<file path="config.mk">
export PLATFORM = sky130hd
export DESIGN_NAME = data_mem_arbiter
export DESIGN_NICKNAME = d
export VERILOG_FILES = /design/src/rtl/dm_arb_pkg.sv /design/src/rtl/dm_starve_cnt.sv /design/src/rtl/data_mem_arbiter.sv
export SDC_FILE = /design/constraint.sdc
export NUM_CORES = 1
export LEC_CHECK = 0
export ABC_AREA = 1
export BUFFER_PORTS_ARGS = -buffer_cell sky130_fd_sc_hd__buf_2
export CELL_PAD_IN_SITES_DETAIL_PLACEMENT = 1
export CELL_PAD_IN_SITES_GLOBAL_PLACEMENT = 1
export CORE_MARGIN = 5
export CORE_UTILIZATION = 22
export DETAILED_ROUTE_END_ITERATION = 10
export PLACE_DENSITY = 0.85
export SKIP_LAST_GASP = 1
export SYNTH_ARGS = -nofsm -noshare
export SYNTH_HDL_FRONTEND = slang
export SYNTH_SLANG_ARGS = --single-unit
</file>
<file path="constraint.sdc">
create_clock -name CLK -period 1.55 [get_ports CLK]
set_input_delay 0 -clock CLK [delete_from_list [all_inputs] [get_ports CLK]]
set_output_delay 0 -clock CLK [all_outputs]
set_load 0.005 [all_outputs]
</file>
<file path="src/rtl/dm_arb_pkg.sv">
// Shared types and constants for the data memory arbiter.
package dm_arb_pkg;

    localparam int unsigned ADDR_W           = 32;
    localparam int unsigned DEFAULT_DEPTH    = 256;
    localparam int unsigned DEFAULT_MAX_WAIT = 4;

    typedef enum logic [1:0] {
        ST_IDLE  = 2'd0,
        ST_ISSUE = 2'd1,
        ST_RESP  = 2'd2
    } state_t;

    typedef enum logic {
        OWN_CORE = 1'b0,
        OWN_DBG  = 1'b1
    } owner_t;

    // Decoded access captured at arbitration time.
    typedef struct packed {
        logic              we;
        logic              err;
        logic [ADDR_W-1:0] widx;
    } acc_t;

    // Number of word-index bits needed to address a memory of the given depth.
    function automatic int unsigned word_idx_w(input int unsigned depth);
        return (depth > 1) ? $clog2(depth) : 1;
    endfunction

endpackage

</file>
<file path="src/rtl/dm_starve_cnt.sv">
// Saturating counter of arbitration cycles the debug port has lost.
module dm_starve_cnt
    import dm_arb_pkg::*;
#(
    parameter int unsigned MAX_WAIT = DEFAULT_MAX_WAIT
) (
    input  logic CLK,
    input  logic RST,
    input  logic inc,
    input  logic clr,
    output logic at_max
);

    localparam int unsigned CNT_W = (MAX_WAIT > 0) ? $clog2(MAX_WAIT + 1) : 1;

    logic [CNT_W-1:0] cnt_q;

    // Clear on debug grant, otherwise count losses up to MAX_WAIT.
    always_ff @(posedge CLK) begin
        if (RST) begin
            cnt_q <= '0;
        end else if (clr) begin
            cnt_q <= '0;
        end else if (inc && !at_max) begin
            cnt_q <= cnt_q + CNT_W'(1);
        end
    end

    assign at_max = (cnt_q >= CNT_W'(MAX_WAIT));

endmodule

</file>
<file path="src/rtl/data_mem_arbiter.sv">
// Two-requester arbiter and access sequencer for the data memory.
module data_mem_arbiter
    import dm_arb_pkg::*;
#(
    parameter int unsigned DATA_W   = 32,
    parameter int unsigned DEPTH    = DEFAULT_DEPTH,
    parameter int unsigned MAX_WAIT = DEFAULT_MAX_WAIT
) (
    input  logic              CLK,
    input  logic              RST,
    input  logic              core_req,
    input  logic              core_we,
    input  logic [31:0]       core_addr,
    input  logic [DATA_W-1:0] core_wdata,
    output logic              core_gnt,
    output logic              core_rvalid,
    output logic [DATA_W-1:0] core_rdata,
    output logic              core_err,
    input  logic              dbg_req,
    input  logic              dbg_we,
    input  logic [31:0]       dbg_addr,
    input  logic [DATA_W-1:0] dbg_wdata,
    output logic              dbg_gnt,
    output logic              dbg_rvalid,
    output logic [DATA_W-1:0] dbg_rdata,
    output logic              dbg_err,
    output logic [31:0]       mem_addr,
    output logic [DATA_W-1:0] mem_wdata,
    output logic              mem_we,
    input  logic [DATA_W-1:0] mem_rdata
);

    localparam int unsigned IDX_W = word_idx_w(DEPTH);

    state_t            state_q, state_d;
    owner_t            owner_q, owner_d;
    acc_t              acc_q, acc_d;
    logic [DATA_W-1:0] wdata_q, wdata_d;
    logic              dbg_win;
    logic              cnt_inc, cnt_clr;
    logic              at_max;
    logic              in_issue, in_resp;

    // Byte address to word index plus range/alignment check.
    function automatic acc_t decode(input logic we, input logic [31:0] addr);
        acc_t a;
        a.we   = we;
        a.err  = (addr[1:0] != 2'b00) || ((addr >> (IDX_W + 2)) != 32'd0);
        a.widx = ADDR_W'(addr[IDX_W+1:2]);
        return a;
    endfunction

    dm_starve_cnt #(
        .MAX_WAIT (MAX_WAIT)
    ) u_starve (
        .CLK    (CLK),
        .RST    (RST),
        .inc    (cnt_inc),
        .clr    (cnt_clr),
        .at_max (at_max)
    );

    // State register and captured access fields.
    always_ff @(posedge CLK) begin
        if (RST) begin
            state_q <= ST_IDLE;
            owner_q <= OWN_CORE;
            acc_q   <= '0;
            wdata_q <= '0;
        end else begin
            state_q <= state_d;
            owner_q <= owner_d;
            acc_q   <= acc_d;
            wdata_q <= wdata_d;
        end
    end

    // Next state, arbitration and capture; arbitration runs in IDLE and RESP.
    always_comb begin
        state_d = state_q;
        owner_d = owner_q;
        acc_d   = acc_q;
        wdata_d = wdata_q;
        cnt_inc = 1'b0;
        cnt_clr = 1'b0;
        dbg_win = dbg_req && (!core_req || at_max);
        case (state_q)
            ST_IDLE, ST_RESP: begin
                if (core_req || dbg_req) begin
                    state_d = ST_ISSUE;
                    if (dbg_win) begin
                        owner_d = OWN_DBG;
                        acc_d   = decode(dbg_we, dbg_addr);
                        wdata_d = dbg_wdata;
                        cnt_clr = 1'b1;
                    end else begin
                        owner_d = OWN_CORE;
                        acc_d   = decode(core_we, core_addr);
                        wdata_d = core_wdata;
                        cnt_inc = dbg_req;
                    end
                end else begin
                    state_d = ST_IDLE;
                end
            end
            ST_ISSUE: state_d = ST_RESP;
            default:  state_d = ST_IDLE;
        endcase
    end

    // Outputs decoded from registered state; read data passes from the memory in RESP.
    always_comb begin
        in_issue    = (state_q == ST_ISSUE);
        in_resp     = (state_q == ST_RESP);
        core_gnt    = in_issue && (owner_q == OWN_CORE);
        dbg_gnt     = in_issue && (owner_q == OWN_DBG);
        core_rvalid = in_resp && (owner_q == OWN_CORE);
        dbg_rvalid  = in_resp && (owner_q == OWN_DBG);
        core_err    = core_rvalid && acc_q.err;
        dbg_err     = dbg_rvalid && acc_q.err;
        core_rdata  = (core_rvalid && !acc_q.err) ? mem_rdata : '0;
        dbg_rdata   = (dbg_rvalid && !acc_q.err) ? mem_rdata : '0;
        // A reset landing on ISSUE must not let the write reach the memory.
        mem_we      = in_issue && acc_q.we && !acc_q.err && !RST;
        mem_addr    = (in_issue && !acc_q.err) ? acc_q.widx : '0;
        mem_wdata   = (in_issue && !acc_q.err) ? wdata_q : '0;
    end

endmodule

</file>
==> run summary <==
Post-Route Utilization = 0.399
Max FO, Critical Path = 32
peak supply drop = 0.391 mV
I/O Buffers = 276
Rows = 44
Seq/Total Area, Yosys = 0.295
Critical Path End Type = primary output
CTS root buf = clkbuf_16
YS warnings = 0
Area Overhead vs Synth = 78.0%
I/O pins = 301
DRT iter0 DRCs = 153
Die Wd = 132 um
Clock Sinks = 48
Die Span Y = 132 um
Leak = 3.35 nW
Core Area = 14500 sq um
share of post-route cells with drive strength above 1 = 0.342
fmax = 669 MHz
Pre-antenna DRT Iters = 4
Clock Path Buffers = 2
antenna violations before repair = 3
gr usage total = 0.184
residual DRC count = 0
post-DP HPWL = 11500 um
Final period util = 0.964
DRT Wirelength = 18000 um
Storage cell area = 968 sq um
Final setup violation count = 0
Data required, critical path = 1.55 ns
HP Class = primary input to flip-flop
CP startpoint kind = flip-flop
Avg Cell Area, Syn = 5.76 sq um
multi-input logic area = 1640 sq um
Final WS setup = 0.0559 ns
total CTS buffers = 5
Netlist cell types = 25
FILL cells = 1949
Post-synth ARST share = 0
kind of critical path = flip-flop to primary output
CTS tree = done
cell count after synthesis = 566
WP data arrival = 1.49 ns
register bit count reported by yosys = 48
vias in the first global route = 5133
Max Cap Viol = 0
synthesized area = 3260 sq um
status = completed
endpoints failing hold = 0
Pwr Density = 656 nW/um^2
max-slew violations = 0
net count reported at finish = 1076
WL per Instance = 16.4 um
Die Area = 17400 sq um
later-pin clock latency in the skew report = 0.29 ns
Via density = 4.37
Clock transition at path regs = 0.07 ns
fin crit period = 1.49 ns
GPL Wtd Cong = 0.767
first-pass GRT wire length = 26300 um
EDFF count, synth = 0
Vias = 4790
DRT antenna net count = 0
Setup Skew = 0.00905 ns
Initial Util = 0.224
ys flop type = dfxtp_1
global route total overflow = 0
Place WS = 0.0842 ns
H-Tree Depth = 2
largest net degree at the start of global routing = 84
through the flow:
step	setup TNS [ns]	instances	total power [mW]	hold WS, ns	instance area (sq um)
floorplan	0	589	1.93	0.0691	3350
global placement	0	1003	2.26	0.215	4730
detailed placement	0	1003	2.29	0.228	4730
CTS	0	1090	3.77	0.00103	5700
global route	-0.344	1095	4.03	0.0135	5800
finish	0	1095	3.81	0.0248	5800
logic make-up (layout without fill, tap and decap cells):
family	after synthesis	after routing	share of synthesized area
other	1	26	0.00115
buffers and inverters	169	489	0.238
and+or+nand+nor	257	257	0.305
adders and majority gates	2	2	0.00768
AOI/OAI and AO/OA	89	89	0.154
DFF	48	48	0.295
layout by cell type (no fill, tap or decap), drive strengths merged, types with 2 or more instances in the layout:
| cell | synthesis | layout |
|---|---|---|
| a31oi | 40 | 40 |
| dfxtp | 48 | 48 |
| diode | 0 | 2 |
| nor4 | 2 | 2 |
| inv | 114 | 114 |
| nor3 | 2 | 2 |
| o21ai | 43 | 43 |
| buf | 35 | 286 |
| o22ai | 2 | 2 |
| and2 | 3 | 3 |
| dlygate4sd3 | 0 | 79 |
| nand2 | 113 | 113 |
| nor2 | 135 | 135 |
| ha | 2 | 2 |
| conb | 1 | 24 |
| clkbuf | 20 | 8 |
| a21oi | 4 | 4 |
synth_stat cells, types with 2 or more instances:
library cell  count  share of area
a21oi_1           4         0.0061
a31oi_1          40          0.077
and2_1            2         0.0038
buf_2             4         0.0061
buf_4            26          0.060
buf_6             5          0.017
clkbuf_1         20          0.023
dfxtp_1          48           0.29
ha_1              2         0.0077
inv_1           110           0.13
inv_2             4         0.0046
nand2_1         113           0.13
nor2_1          133           0.15
nor2_2            2         0.0038
nor4_1            2         0.0038
o21ai_0          21          0.032
o21ai_1          21          0.032
o22ai_1           2         0.0038
final cells by class:
cell class / count / area share
clock buffer: 6 / 0.0239
timing repair buffer: 367 / 0.406
antenna: 2 / 0.000863
inverter: 114 / 0.0738
sequential: 48 / 0.167
clock inverter: 2 / 0.00669
multi-input combinational: 372 / 0.282
tap: 184 / 0.0397
power by group:
group | total [mW] | switching (mW) | internal [mW]
registers | 1.43 | 0.0725 | 1.35
logic | 1.09 | 0.567 | 0.519
clock network | 1.30 | 0.487 | 0.809
total | 3.81 | 1.13 | 2.68
layer usage:
| metal | global-route usage | vias to the layer above | wire (um) |
|---|---|---|---|
| met4 | 0.0611 | 2 | 433 |
| li1 | - | 2342 | - |
| met1 | 0.184 | 2194 | 6550 |
| met3 | 0.0604 | 36 | 1400 |
| met5 | 0 | - | 8 |
| met2 | 0.355 | 216 | 9570 |
critical path, cell delays in order, from the launching register on:
cell and delay (ns):
dfxtp_4 0.37, inv_1 0.08, nor3_2 0.22, nand2_1 0.09
buf_6 0.19, nor2_1 0.12, buf_2 0.13
sequential cells by signal, indices dropped and copies added, names as in the netlist:
signal	count
wdata_q	32
acc_q	10
u_starve.cnt_q	3
state_q	2
owner_q	1
worst paths after layout:
kind	from	to	slack, ns	cells past startpoint
min	core_wdata[2]	wdata_q[2]	0.02	3
min reg2reg	u_starve.cnt_q[2]	u_starve.cnt_q[2]	0.47	2
max reg2reg	state_q[0]	wdata_q[13]	0.17	6
max	owner_q	dbg_rdata[16]	0.06	6
what timing repair did:
item                                    CTS  global route
buffers inserted                          0             1
pin swaps                                 0             1
gates resized for setup                   3            12
hold buffers                             79             0
hold endpoints to repair                 44             0
endpoints found under the setup margin   70           102
cloned                                    0             2
Power figures use the tool's default switching activity.
